<file path="config.mk">
export PLATFORM = sky130hd
export DESIGN_NAME = seq_divider
export DESIGN_NICKNAME = d
export VERILOG_FILES = /design/src/rtl/div_pkg.sv /design/src/rtl/div_sign_fix.sv /design/src/rtl/seq_divider.sv
export SDC_FILE = /design/constraint.sdc
export NUM_CORES = 1
export LEC_CHECK = 0
export BUFFER_PORTS_ARGS = -buffer_cell sky130_fd_sc_hd__buf_2
export CAP_MARGIN = 20
export CELL_PAD_IN_SITES_DETAIL_PLACEMENT = 0
export CELL_PAD_IN_SITES_GLOBAL_PLACEMENT = 1
export CORE_UTILIZATION = 50
export DETAILED_ROUTE_END_ITERATION = 8
export PLACE_DENSITY = 0.88
export REMOVE_ABC_BUFFERS = 1
export SLEW_MARGIN = 20
export SYNTH_ARGS = -nofsm -noshare
export SYNTH_HDL_FRONTEND = slang
export SYNTH_HIERARCHICAL = 1
export SYNTH_SLANG_ARGS = --single-unit
</file>
<file path="constraint.sdc">
create_clock -name clk -period 14.4 [get_ports clk]
set_clock_uncertainty 0.05 [all_clocks]
set_input_delay 4.32 -clock clk [delete_from_list [all_inputs] [get_ports clk]]
set_output_delay 4.32 -clock clk [all_outputs]
set_load 0.02 [all_outputs]
</file>
<file path="src/rtl/div_pkg.sv">
// div_pkg: shared state encoding and counter sizing for the sequential divider.
package div_pkg;
   typedef enum logic [1:0] {IDLE, PREP, ITER, FIX} state_t;
   function automatic int cnt_width(input int n);
      return (n < 2) ? 1 : $clog2(n);
   endfunction
endpackage

</file>
<file path="src/rtl/div_sign_fix.sv">
// div_sign_fix: conditional negation of a magnitude and a secondary value, plus
// the saturation value and range check of the magnitude against WIDTH.
module div_sign_fix #(
   parameter int WIDTH  = 32,
   parameter int IW     = 32,
   parameter bit SIGNED = 1
) (
   input  logic [IW-1:0]    val,
   input  logic             neg,
   input  logic [WIDTH-1:0] rval,
   input  logic             rneg,
   output logic [WIDTH-1:0] res,
   output logic [WIDTH-1:0] rres,
   output logic [WIDTH-1:0] sat,
   output logic             ovf
);
   localparam logic [IW:0] ONE = (IW+1)'(1);
   logic [IW:0] lim;
   always_comb begin
      res  = neg ? -val[WIDTH-1:0] : val[WIDTH-1:0];
      rres = rneg ? -rval : rval;
      // a negative result may reach one past the positive limit
      lim  = SIGNED ? (ONE << (WIDTH-1)) - (IW+1)'(!neg) : (ONE << WIDTH) - ONE;
      ovf  = {1'b0, val} > lim;
      sat  = SIGNED ? (neg ? {1'b1, {(WIDTH-1){1'b0}}} : {1'b0, {(WIDTH-1){1'b1}}}) : '1;
   end
endmodule

</file>
<file path="src/rtl/seq_divider.sv">
// seq_divider: iterative radix-2 restoring divider with start/busy/done handshake,
// signed/unsigned mode, fixed-point quotient, saturation and abort.
module seq_divider import div_pkg::*; #(
   parameter int WIDTH     = 32,
   parameter bit SIGNED    = 1,
   parameter int FRAC_BITS = 0
) (
   input  logic             clk,
   input  logic             reset,
   input  logic             start,
   input  logic             abort,
   input  logic [WIDTH-1:0] dividend,
   input  logic [WIDTH-1:0] divisor,
   output logic             busy,
   output logic             done,
   output logic [WIDTH-1:0] quotient,
   output logic [WIDTH-1:0] remainder,
   output logic             div_by_zero,
   output logic             overflow
);
   localparam int N  = WIDTH + FRAC_BITS;
   localparam int CW = cnt_width(N);
   state_t state_q, state_d;
   logic [CW-1:0] cnt_q, cnt_d;
   logic [WIDTH-1:0] a_q, a_d, b_q, b_d, rem_q, rem_d, quo_q, quo_d, rmd_q, rmd_d;
   logic [N-1:0] sh_q, sh_d;
   logic qneg_q, qneg_d, rneg_q, rneg_d, dz_q, dz_d;
   logic done_q, done_d, dbz_q, dbz_d, ovf_q, ovf_d;
   logic [N-1:0] fx_val;
   logic [WIDTH-1:0] fx_rval, fx_res, fx_rres, fx_sat;
   logic fx_neg, fx_rneg, fx_ovf, prep, a_neg, b_neg, ge;
   logic [WIDTH:0] rem_s;
   // one sign unit shared: operand magnitudes in PREP, result signs in FIX
   div_sign_fix #(.WIDTH(WIDTH), .IW(N), .SIGNED(SIGNED)) u_fix (
      .val(fx_val), .neg(fx_neg), .rval(fx_rval), .rneg(fx_rneg),
      .res(fx_res), .rres(fx_rres), .sat(fx_sat), .ovf(fx_ovf)
   );
   always_comb begin
      prep    = state_q == PREP;
      a_neg   = SIGNED && a_q[WIDTH-1];
      b_neg   = SIGNED && b_q[WIDTH-1];
      fx_val  = prep ? N'(a_q) : sh_q;
      fx_neg  = prep ? a_neg : qneg_q;
      fx_rval = prep ? b_q : rem_q;
      fx_rneg = prep ? b_neg : rneg_q;
      rem_s   = {rem_q, sh_q[N-1]};
      ge      = rem_s >= {1'b0, b_q};
   end
   always_comb begin
      state_d = state_q;
      cnt_d   = cnt_q;
      a_d     = a_q;
      b_d     = b_q;
      rem_d   = rem_q;
      sh_d    = sh_q;
      qneg_d  = qneg_q;
      rneg_d  = rneg_q;
      dz_d    = dz_q;
      quo_d   = quo_q;
      rmd_d   = rmd_q;
      dbz_d   = dbz_q;
      ovf_d   = ovf_q;
      done_d  = 1'b0;
      if (abort && state_q != IDLE) state_d = IDLE;
      else case (state_q)
         IDLE: if (start) begin
            a_d     = dividend;
            b_d     = divisor;
            state_d = PREP;
         end
         PREP: begin
            sh_d    = N'(fx_res) << FRAC_BITS;
            b_d     = fx_rres;
            qneg_d  = a_neg ^ b_neg;
            rneg_d  = a_neg;
            rem_d   = '0;
            cnt_d   = '0;
            dz_d    = b_q == '0;
            state_d = (b_q == '0) ? FIX : ITER;
         end
         ITER: begin
            rem_d   = ge ? rem_s[WIDTH-1:0] - b_q : rem_s[WIDTH-1:0];
            sh_d    = {sh_q[N-2:0], ge};
            cnt_d   = cnt_q + 1'b1;
            state_d = (cnt_q == CW'(N-1)) ? FIX : ITER;
         end
         FIX: begin
            done_d  = 1'b1;
            dbz_d   = dz_q;
            ovf_d   = !dz_q && fx_ovf;
            quo_d   = (dz_q || fx_ovf) ? fx_sat : fx_res;
            rmd_d   = dz_q ? a_q : fx_rres;
            state_d = IDLE;
         end
         default: state_d = IDLE;
      endcase
   end
   always_ff @(posedge clk or posedge reset) begin
      if (reset) begin
         state_q <= IDLE;
         cnt_q   <= '0;
         a_q     <= '0;
         b_q     <= '0;
         rem_q   <= '0;
         sh_q    <= '0;
         qneg_q  <= 1'b0;
         rneg_q  <= 1'b0;
         dz_q    <= 1'b0;
         quo_q   <= '0;
         rmd_q   <= '0;
         done_q  <= 1'b0;
         dbz_q   <= 1'b0;
         ovf_q   <= 1'b0;
      end else begin
         state_q <= state_d;
         cnt_q   <= cnt_d;
         a_q     <= a_d;
         b_q     <= b_d;
         rem_q   <= rem_d;
         sh_q    <= sh_d;
         qneg_q  <= qneg_d;
         rneg_q  <= rneg_d;
         dz_q    <= dz_d;
         quo_q   <= quo_d;
         rmd_q   <= rmd_d;
         done_q  <= done_d;
         dbz_q   <= dbz_d;
         ovf_q   <= ovf_d;
      end
   end
   assign busy        = state_q != IDLE;
   assign done        = done_q;
   assign quotient    = quo_q;
   assign remainder   = rmd_q;
   assign div_by_zero = dbz_q;
   assign overflow    = ovf_q;
endmodule

</file>
==> flow_metrics.tcl, run 1 <==
set metrics [dict create \
    status "completed" \
    drtIter0Drc 938 \
    ys_seq_elements 205 \
    dp_hpwl_mm 26.71 \
    syn_area_per_cell_um2 9.247 \
    cpPeakStageDelay_ns 0.43 \
    drive_gt1_share_pct 20.41 \
    holdWs_ns 0.4319 \
    die_area_um2 29070 \
    power_frac_comb_pct 63.1 \
    via_count 11370 \
    p_leak_uw 0.006970 \
    vias_per_cell 5.757 \
    clkPwrFrac_pct 13.8 \
    syn2layout_area_growth_pct 10.30 \
    post_drt_wl_per_cell_um 18.96 \
    first_global_vias 11041 \
    critPathArrivalTime_ns 1.62 \
    fmax_ghz 0.1668 \
    cts_made_buffers 23 \
    syn-instance-count 1535 \
    start_util_pct 50.95 \
    grt_usage_pct 26.11 \
    post-route-min-period_ns 5.994 \
    die_w_um 170.5 \
    hold_buffers 0 \
    drc 0 \
    switchingPower_uw 2131 \
    path_class "flip-flop to output pin" \
    globalplace.congestion 0.8644 \
    antenna_cells 0 \
    mostFrequentLayoutCells "dfrtp_1 (204), nand2_1 (156), buf_2 (135)" \
    relSlewSlack_pct 29.20 \
    crit_path_start_kind "flip-flop" \
    hold_violations 0 \
    portBuffers 135 \
    pwr_density_cell_nw_per_um2 282.7 \
    fillers 2494 \
    cpMaxStageDelayCell "dfrtp_1" \
    fin_nets 1725 \
    internal-power_uw 2295 \
    die_h_um 170.5 \
    routed_wl_mm 37.44 \
    drv_slew 0 \
    crit_path_cell_trace "inv_1 -> ha_1 -> inv_1 -> buf_2" \
    synthesis.area_um2 14190 \
    finalSetupTns_ns 0 \
    worst_slew_pin_slew_ns 1.058 \
    synth_edf_count 0 \
    cts_setup_buffers 0 \
    critPathMaxFanout 5 \
    cts_buffer_depth 3 \
    rsz0062_at_grt "no" \
    ys_types 77 \
    seq_power_share_pct 23.2 \
    synthFlopType "dfrtp_1" \
    synthArstFlopShare_pct 100.0 \
    grt_overflow 0 \
    clock_sinks 205 \
    finalSetupViolCount 0 \
    critical_path_buf_inv_count 3 \
    cap_violations 0 \
    core_um2 27860 \
    cts_resized 0 \
    cts_root_buffer "clkbuf_16" \
    clock_latency_ns 0.51 \
    fin_crit_sh_pct 41.62 \
    pin_count 136 \
    final_common_cell "dfrtp_1" \
    grt_pass1_wl_mm 59.91 \
    crit_top_cell "inv_1" \
    ir_drop_uv 184.0 \
    grt_max_degree 142 \
    yosys_warnings 6 \
    cts_tree "yes" \
    h-tree-depth 1 \
    p_total_uw 4426 \
    rows 61 \
    seq_area_frac_synth_pct 36.14 \
    clk_pin_slew_ns 0.06 \
    end_kind "output pin" \
    min_path_type "flip-flop to flip-flop" \
    drtPass1Iterations 5 \
    critPathTopFamily "flip-flops" \
    swShare_pct 48.14 \
    grt_antenna_before_repair 0 \
    drtAntennaViolNets 0 \
    critPathRequiredTime_ns 10.03 \
]
## per-stage QoR
| stage | worst slack, ns | std cells | util [%] | cell area (µm²) |
|---|---|---|---|---|
| after floorplan | 2.542 | 1413 | - | 13560 |
| final | 8.406 | 1975 | 56.20 | 15660 |
| after global placement | 8.171 | 1936 | 53.28 | 14840 |
| after CTS | 8.393 | 1975 | 56.14 | 15640 |
| after detailed placement | 8.135 | 1937 | 53.35 | 14860 |
| after global routing | 8.299 | 1975 | 56.20 | 15660 |
## worst paths after layout
path,start,endpoint,slack (ns),cells after the start
worst min register to register,cnt_q[4],cnt_q[4],0.43,2
min in group asynchronous,reset,quotient[5],3.89,2
worst min-delay path,cnt_q[4],cnt_q[4],0.43,2
worst max-delay path,state_q[0],busy,8.41,4
worst max register to register,state_q[1],quotient[17],8.70,15
max in group asynchronous,reset,dz_q,8.98,3
## power by group through the flow
stage	registers [µW]	clock network (µW)	logic [µW]
2_1_floorplan	1080	0	2000
3_3_place_gp	1030	0	2680
3_5_place_dp	1030	0	2750
4_1_cts	1020	622	2770
5_1_grt	1060	644	3060
6_report	1030	610	2790
## final cells by class
class | instances | area (µm²) | share of cell area, %
tap | 378 | 473.0 | 3.021
clock inverter | 7 | 121.4 | 0.7752
multi-input combinational | 1151 | 8274 | 52.85
sequential | 205 | 5131 | 32.77
clock buffer | 31 | 655.6 | 4.188
inverter | 57 | 226.5 | 1.446
timing repair buffer | 146 | 774.5 | 4.947
## registers in the layout (all words and copies together) (netlist names), 2 cells and up
register and cells:
quotient 32, sh_q 32, remainder 32, a_q 32
state_q 2, rem_q 32, b_q 32, cnt_q 5
## layer usage
metal	GRT usage, %	up-vias	wire [µm]
li1	-	5556	-
met4	9.322	0	1209
met2	41.55	268	17390
met5	0	-	0
met3	2.406	67	1418
met1	37.09	5479	17430
## cells by family (layout without fill, tap and decap cells)
family	count (synthesis)	in the layout	share of synthesized area, %
fa+ha+maj	73	73	6.487
compound gates	368	368	15.76
simple gates	393	393	13.17
mux	230	230	17.06
buf+inv	179	241	6.011
xor+xnor	87	87	5.368
flops	205	205	36.14
## worst min-delay path: stages (launching register included)
cell     delay, ns
dfrtp_1       0.34
nand2_1       0.05
nand2_1       0.05
## cells in the mapped netlist (all sizes together), types with 3 or more instances
library cell	count	area (µm²)
nor2	113	424.2
mux2i	134	1341
clkbuf	51	192.7
o21ai	142	714.4
a21oi	123	634.4
inv	57	214.0
o21bai	4	30.03
o21a	4	30.03
and2	3	18.77
nor2b	3	18.77
or3	10	77.57
a21o	13	97.59
nand4	20	125.1
ha	72	900.9
o211ai	6	45.04
a31oi	7	43.79
a221oi	3	26.28
and3	5	31.28
o31ai	23	187.7
nor3	14	85.08
xor2	20	175.2
mux2	96	1081
xnor2	67	586.8
nand2b	12	75.07
buf	71	446.7
nor4	19	158.9
a211oi	3	22.52
nand3	17	95.09
nand2	160	608.1
a211o	3	26.28
a32oi	5	43.79
or4	5	45.04
o41ai	9	123.9
and4	4	35.03
dfrtp	205	5130
a311oi	4	35.03
No activity file was read; power rests on OpenSTA's default activity.
==> run 2, diff against run 1 <==
--- a/config.mk
+++ b/config.mk
@@ -9,9 +9,9 @@
 export CAP_MARGIN = 20
 export CELL_PAD_IN_SITES_DETAIL_PLACEMENT = 0
 export CELL_PAD_IN_SITES_GLOBAL_PLACEMENT = 1
-export CORE_UTILIZATION = 50
+export CORE_UTILIZATION = 42
 export DETAILED_ROUTE_END_ITERATION = 8
-export PLACE_DENSITY = 0.88
+export PLACE_DENSITY = 0.79
 export REMOVE_ABC_BUFFERS = 1
 export SLEW_MARGIN = 20
 export SYNTH_ARGS = -nofsm -noshare
==> constraint.sdc (replaced) <==
create_clock -name clk -period 5.35 [get_ports clk]
set_clock_uncertainty 0.05 [all_clocks]
set_input_delay 1.605 -clock clk [delete_from_list [all_inputs] [get_ports clk]]
set_output_delay 1.605 -clock clk [all_outputs]
set_load 0.02 [all_outputs]
==> run 2 against run 1 <==
Net effect: first-iteration DRC count shrank 4.2%; critical path depth is 11 higher; combinational power increased to 2.7 times the previous value; utilization shrank 8.0 points; clock power increased to 2.9 times the previous value; register-to-register slack worse by 8.1 ns; count of clock-buffer cells in the layout shrank 2; sequential share of layout area decreased by 0.38 points.
==> flow_metrics.tcl, run 2 (synthesis results as in run 1) <==
set metrics [dict create \
    start_util_pct 43.19 \
    rows 66 \
    mostFrequentLayoutCells "dfrtp_1 (204), nand2_1 (156), buf_2 (135)" \
    die_h_um 185.8 \
    pre_cts_ws_ns 0.5783 \
    end_kind "flip-flop" \
    stdcell_area_um2 15840 \
    fillers 3183 \
    drive_gt1_share_pct 20.91 \
    cpPeakStageDelay_ns 0.57 \
    area.sequential_um2 5131 \
    grt_pass1_wl_mm 62.32 \
    finish.utilization_pct 48.20 \
    drtAntennaViolNets 0 \
    hold_end "cnt_q[3]" \
    cpMaxStageDelayCell "nor2_4" \
    multi_input_area_um2 8267 \
    holdWs_ns 0.4380 \
    worst_slew_pin_slew_ns 1.083 \
    portBuffers 135 \
    cts_root_buffer "clkbuf_16" \
    fin_nets 1732 \
    drv_slew 0 \
    vias_per_cell 5.556 \
    grt_usage_pct 22.95 \
    place_area_um2 15000 \
    crit_path_start_kind "flip-flop" \
    min_path_type "flip-flop to flip-flop" \
    cts_resized 0 \
    fin_crit_sh_pct 89.25 \
    grt_max_degree 119 \
    grt_overflow 0 \
    clk_pin_slew_ns 0.06 \
    reg2regPathDepth 15 \
    first_global_vias 11442 \
    grt_antenna_before_repair 0 \
    final_common_cell "dfrtp_1" \
    reg2reg_slack_ns 0.58 \
    cts_made_buffers 25 \
    cts_setup_buffers 0 \
    ir_drop_uv 386.5 \
    critPathMaxFanout 44 \
    r2r_start "state_q[1]" \
    crit_path_cell_trace "inv_1 -> ha_4 -> nand2_1 -> o21ai_4 -> buf_4 -> ha_1 -> a21o_1 -> a21oi_1 -> nor2b_1 -> a2111oi_0 -> a211oi_1 -> nor2_4 -> buf_16 -> mux2i_1 -> a21oi_1" \
    min_from "cnt_q[3]" \
    path_class "flip-flop to flip-flop" \
    die_w_um 185.8 \
    holdPathStages 1 \
    drtIter0Drc 899 \
    critPathArrivalTime_ns 5.09 \
    syn2layout_area_growth_pct 11.60 \
    hold_buffers 0 \
    p_leak_uw 0.007026 \
    fmax_ghz 0.2094 \
    via_count 11385 \
    h-tree-depth 1 \
    post-route-min-period_ns 4.775 \
    cts_buffer_depth 3 \
    clock_latency_ns 0.52 \
    antenna_cells 0 \
    finalSetupViolCount 0 \
    globalplace.congestion 0.8541 \
    crit_top_cell "a21oi_1" \
    dp_hpwl_mm 28.55 \
    status "completed" \
    clock_sinks 205 \
    cts_tree "yes" \
    hold_violations 0 \
    post_drt_wl_per_cell_um 18.96 \
    die_area_um2 34540 \
    critPathRequiredTime_ns 5.67 \
    rsz0062_at_grt "no" \
    relSlewSlack_pct 27.63 \
    pwr_density_cell_nw_per_um2 762.2 \
    pin_count 136 \
    routed_wl_mm 38.86 \
    cap_violations 0 \
    layout_setup_ws_ns 0.5753 \
    r2r-end "quotient[7]" \
    drtPass1Iterations 5 \
    core_um2 32870 \
    drc 0 \
]
==> run 2: worst max-delay path by stage <==
stage | from | end | slack (ns)
3_5_place_dp | state_q[1] | quotient[0] | 0.58
2_1_floorplan | state_q[1] | quotient[31] | -6.51
4_1_cts | state_q[1] | quotient[7] | 0.57
5_1_grt | state_q[1] | quotient[7] | 0.18
6_report | state_q[1] | quotient[7] | 0.58
3_3_place_gp | state_q[1] | quotient[10] | 0.54
==> run 2: critical path: cells and delay by family, from the launching register on <==
family,cells,cell delay [ns]
and+or+nand+nor,3,0.84
buffers and inverters,3,0.89
muxes,1,0.23
AOI/OAI and AO/OA,6,1.33
DFF,1,0.40
adders and majority gates,2,0.83
==> run 2: cell type report <==
class,count,share of cell area [%]
well taps,442,3.491
clock buffers,29,4.107
clock inverters,14,1.201
multi-input cells,1151,52.18
inverters,57,1.398
repair buffers,151,5.229
flip-flops and latches,205,32.39
==> run 2: metal layers <==
| metal | track usage, % | vias up | wire length [µm] |
|---|---|---|---|
| li1 | - | 5568 | - |
| met1 | 31.02 | 5524 | 17850 |
| met2 | 38.30 | 237 | 18470 |
| met3 | 2.583 | 56 | 1455 |
| met4 | 7.180 | 0 | 1083 |
| met5 | 0 | - | 0 |
==> run 2: report_power, final <==
part	switching, µW	internal [µW]
clock network	682	1070
registers	575	2210
logic	4530	3010
total	5790	6290
==> run 2: through the flow <==
step           TNS, ns  power (µW)  cells
2_1_floorplan  -720.33        8285   1413
3_3_place_gp         0       10070   2005
3_5_place_dp         0       10280   2006
4_1_cts              0       12090   2049
5_1_grt              0       13040   2049
6_report             0       12070   2049
==> run 3, diff against run 2 <==
--- a/config.mk
+++ b/config.mk
@@ -5,13 +5,15 @@
 export SDC_FILE = /design/constraint.sdc
 export NUM_CORES = 1
 export LEC_CHECK = 0
+export ABC_AREA = 1
 export BUFFER_PORTS_ARGS = -buffer_cell sky130_fd_sc_hd__buf_2
 export CAP_MARGIN = 20
 export CELL_PAD_IN_SITES_DETAIL_PLACEMENT = 0
 export CELL_PAD_IN_SITES_GLOBAL_PLACEMENT = 1
-export CORE_UTILIZATION = 42
+export CORE_UTILIZATION = 40
 export DETAILED_ROUTE_END_ITERATION = 8
-export PLACE_DENSITY = 0.79
+export GPL_TIMING_DRIVEN = 0
+export PLACE_DENSITY = 0.8
 export REMOVE_ABC_BUFFERS = 1
 export SLEW_MARGIN = 20
 export SYNTH_ARGS = -nofsm -noshare
==> run 3 against run 2 <==
Net effect: hold slack lost 0.0069 ns; highest routed layer unchanged; final cell count is 41% higher; total power grew 1.5%; combinational power up 4.4%; flip-flop and latch count unchanged; critical endpoint unchanged; synthesized cell count grew 50%; design area rose by 9.7%; area after synthesis rose by 9.3%; utilization fell by 2.4 points; register-to-register slack worse by 0.13 ns; sequential power down 3%.
==> flow_metrics.tcl, run 3 <==
set metrics [dict create \
    grt_pass1_wl_mm 76.89 \
    first_global_vias 14468 \
    syn-instance-count 2297 \
    drv_slew 0 \
    synthesis.area_um2 15510 \
    finalSetupViolCount 0 \
    portBuffers 135 \
    internal-power_uw 5818 \
    cts_root_buffer "clkbuf_16" \
    synthFlopType "dfrtp_1" \
    synth-xor-area-share_pct 3.783 \
    antenna_cells 0 \
    grt_usage_pct 24.77 \
    wl_met2_mm 23.00 \
    seq_power_share_pct 22.0 \
    seq_area_frac_synth_pct 33.07 \
    grt_max_degree 96 \
    drc 0 \
    mostFrequentLayoutCells "nand2_1 (754), inv_1 (276), nor2_1 (216)" \
    dr_wl_met3_mm 1.662 \
    rsz0062_at_grt "no" \
    clock_latency_ns 0.52 \
    start_util_pct 40.89 \
    yosys_warnings 6 \
    synth_edf_count 0 \
    cts_tree "yes" \
    die_area_um2 39570 \
    reg2reg_slack_ns 0.45 \
    p_leak_uw 0.008783 \
    switchingPower_uw 6439 \
    globalplace.congestion 0.9704 \
    hold_buffers 0 \
    pin_count 136 \
    crit_path_start_kind "flip-flop" \
    synth_top_area_share_pct 33.07 \
    syn_area_per_cell_um2 6.753 \
    cpPeakStageDelay_ns 0.39 \
    synthArstFlopShare_pct 100.0 \
    ir_drop_uv 473.4 \
    relSlewSlack_pct 32.74 \
    synth_mux_area_share_pct 2.323 \
    syn2layout_area_growth_pct 11.98 \
    drtIter0Drc 968 \
    crit_path_cell_trace "inv_1 -> ha_4 -> buf_12 -> inv_6 -> nand2_1 -> nand2_4 -> buf_12 -> inv_2 -> ha_1 -> nand3_1 -> nor3_1 -> nand2_1 -> nor3_1 -> a21oi_2 -> nor2_4 -> clkinvlp_4 -> a21oi_1 -> a21oi_1" \
    worst_slew_pin_slew_ns 1.007 \
    pwr_density_cell_nw_per_um2 705.6 \
    synth_most_common_cell "nand2_1" \
    path_class "flip-flop to flip-flop" \
    pre_cts_ws_ns -0.7627 \
    ys_seq_elements 205 \
    grt_overflow 0 \
    post_drt_wl_per_cell_um 16.63 \
    power_frac_comb_pct 64.2 \
    vias_per_cell 5.129 \
    post-route-min-period_ns 4.901 \
    cts_buffer_depth 3 \
    synth_top_family_by_area "simple AND/OR/NAND/NOR gates" \
    die_h_um 198.9 \
    synth-simple-area-share_pct 31.88 \
    rows 71 \
    clock_sinks 205 \
    critPathMaxFanout 51 \
    grt_antenna_before_repair 0 \
    drive_gt1_share_pct 12.24 \
    swShare_pct 52.53 \
    m1WireLength_mm 21.47 \
    cap_violations 0 \
    cpMaxStageDelayCell "dfrtp_1" \
    p_total_uw 12260 \
    critPathRequiredTime_ns 5.69 \
    hold_violations 0 \
    fin_crit_sh_pct 91.62 \
    yosys-top-cells-area "dfrtp_1 (33%), nand2_1 (18%), inv_1 (6.8%)" \
    synth_compound_area_share_pct 11.76 \
    final_common_cell "nand2_1" \
    critPathArrivalTime_ns 5.24 \
    finish.utilization_pct 45.79 \
    end_kind "flip-flop" \
    core_um2 37930 \
    drtPass1Iterations 5 \
    fin_nets 2495 \
    dp_hpwl_mm 36.94 \
    finalSetupTns_ns 0 \
    ys_types 47 \
    maxUsedRoutingLayer "met4" \
    clkPwrFrac_pct 13.7 \
    yosysTopAreaCell "dfrtp_1" \
    fmax_ghz 0.2040 \
    cts_made_buffers 22 \
    synth-adder-area-share_pct 5.936 \
    die_w_um 198.9 \
    via_count 14771 \
    drtAntennaViolNets 0 \
    routed_wl_mm 47.89 \
    h-tree-depth 1 \
    synth_common_cells "nand2_1 (757), inv_1 (281), nor2_1 (218)" \
    layout_setup_ws_ns 0.4486 \
    clk_pin_slew_ns 0.06 \
    status "completed" \
    min_path_type "flip-flop to flip-flop" \
]
==> run 3: cells by family after synthesis <==
kind of cell,Yosys count
flip-flops,205
XOR/XNOR,67
buffers and inverters,416
AO/OA/AOI/OAI,312
AND/OR/NAND/NOR,1192
multiplexers,32
adder cells (fa/ha/maj),73
==> run 3: through the flow <==
| stage | hold slack [ns] | cell area (µm²) | cells |
|---|---|---|---|
| after detailed placement | 0.4225 | 16510 | 2835 |
| after floorplan | 0.3992 | 14880 | 2178 |
| after global placement | 0.4138 | 16200 | 2824 |
| after CTS | 0.4371 | 17350 | 2880 |
| after global routing | 0.4718 | 17370 | 2880 |
| final | 0.4311 | 17370 | 2880 |
==> run 3: worst paths after layout <==
check | from | end | depth (start not counted)
setup / recovery | state_q[1] | quotient[7] | 18
hold / removal | rneg_q | rneg_q | 2
setup reg to reg | state_q[1] | quotient[7] | 18
hold reg to reg | rneg_q | rneg_q | 2
max in group asynchronous | reset | dz_q | 3
min in group asynchronous | reset | quotient[1] | 2
==> run 3: area by class of cell <==
type                    count  area (µm²)
repair buffers            150       973.4
well taps                 511       639.4
multi-input cells        1677        8693
inverters                 297        1134
repair inverters            1       7.507
clock inverters             9       170.2
flip-flops and latches    205        5131
clock buffers              30       621.8
fillers                  4035       20560
==> run 3: power by group through the flow <==
stage	clock [µW]	sequential (µW)	combinational, µW
2_1_floorplan	0	2890	5050
6_report	1680	2700	7870
5_1_grt	1790	2780	8770
4_1_cts	1730	2700	7820
3_3_place_gp	0	2710	7390
3_5_place_dp	0	2720	7620
==> run 3: layer usage <==
| metal | global-route usage (%) | vias to the layer above |
|---|---|---|
| li1 | - | 7422 |
| met1 | 32.35 | 6919 |
| met2 | 42.64 | 336 |
| met3 | 1.746 | 94 |
| met4 | 9.487 | 0 |
| met5 | 0 | - |
==> run 3: timing repair <==
action	4_1_cts	5_1_grt
endpoints found under the setup margin	32	32
cloned	2	0
gates resized for setup	3	4
buffers inserted	4	0
pin swaps	1	0
==> run 3: critical path, delay by kind of cell, from the launching register on <==
family,cells,cell delay [ns]
AOI/OAI and AO/OA,3,0.49
adders and majority gates,2,0.68
buffers and inverters,6,1.45
DFF,1,0.39
and+or+nand+nor,7,1.61
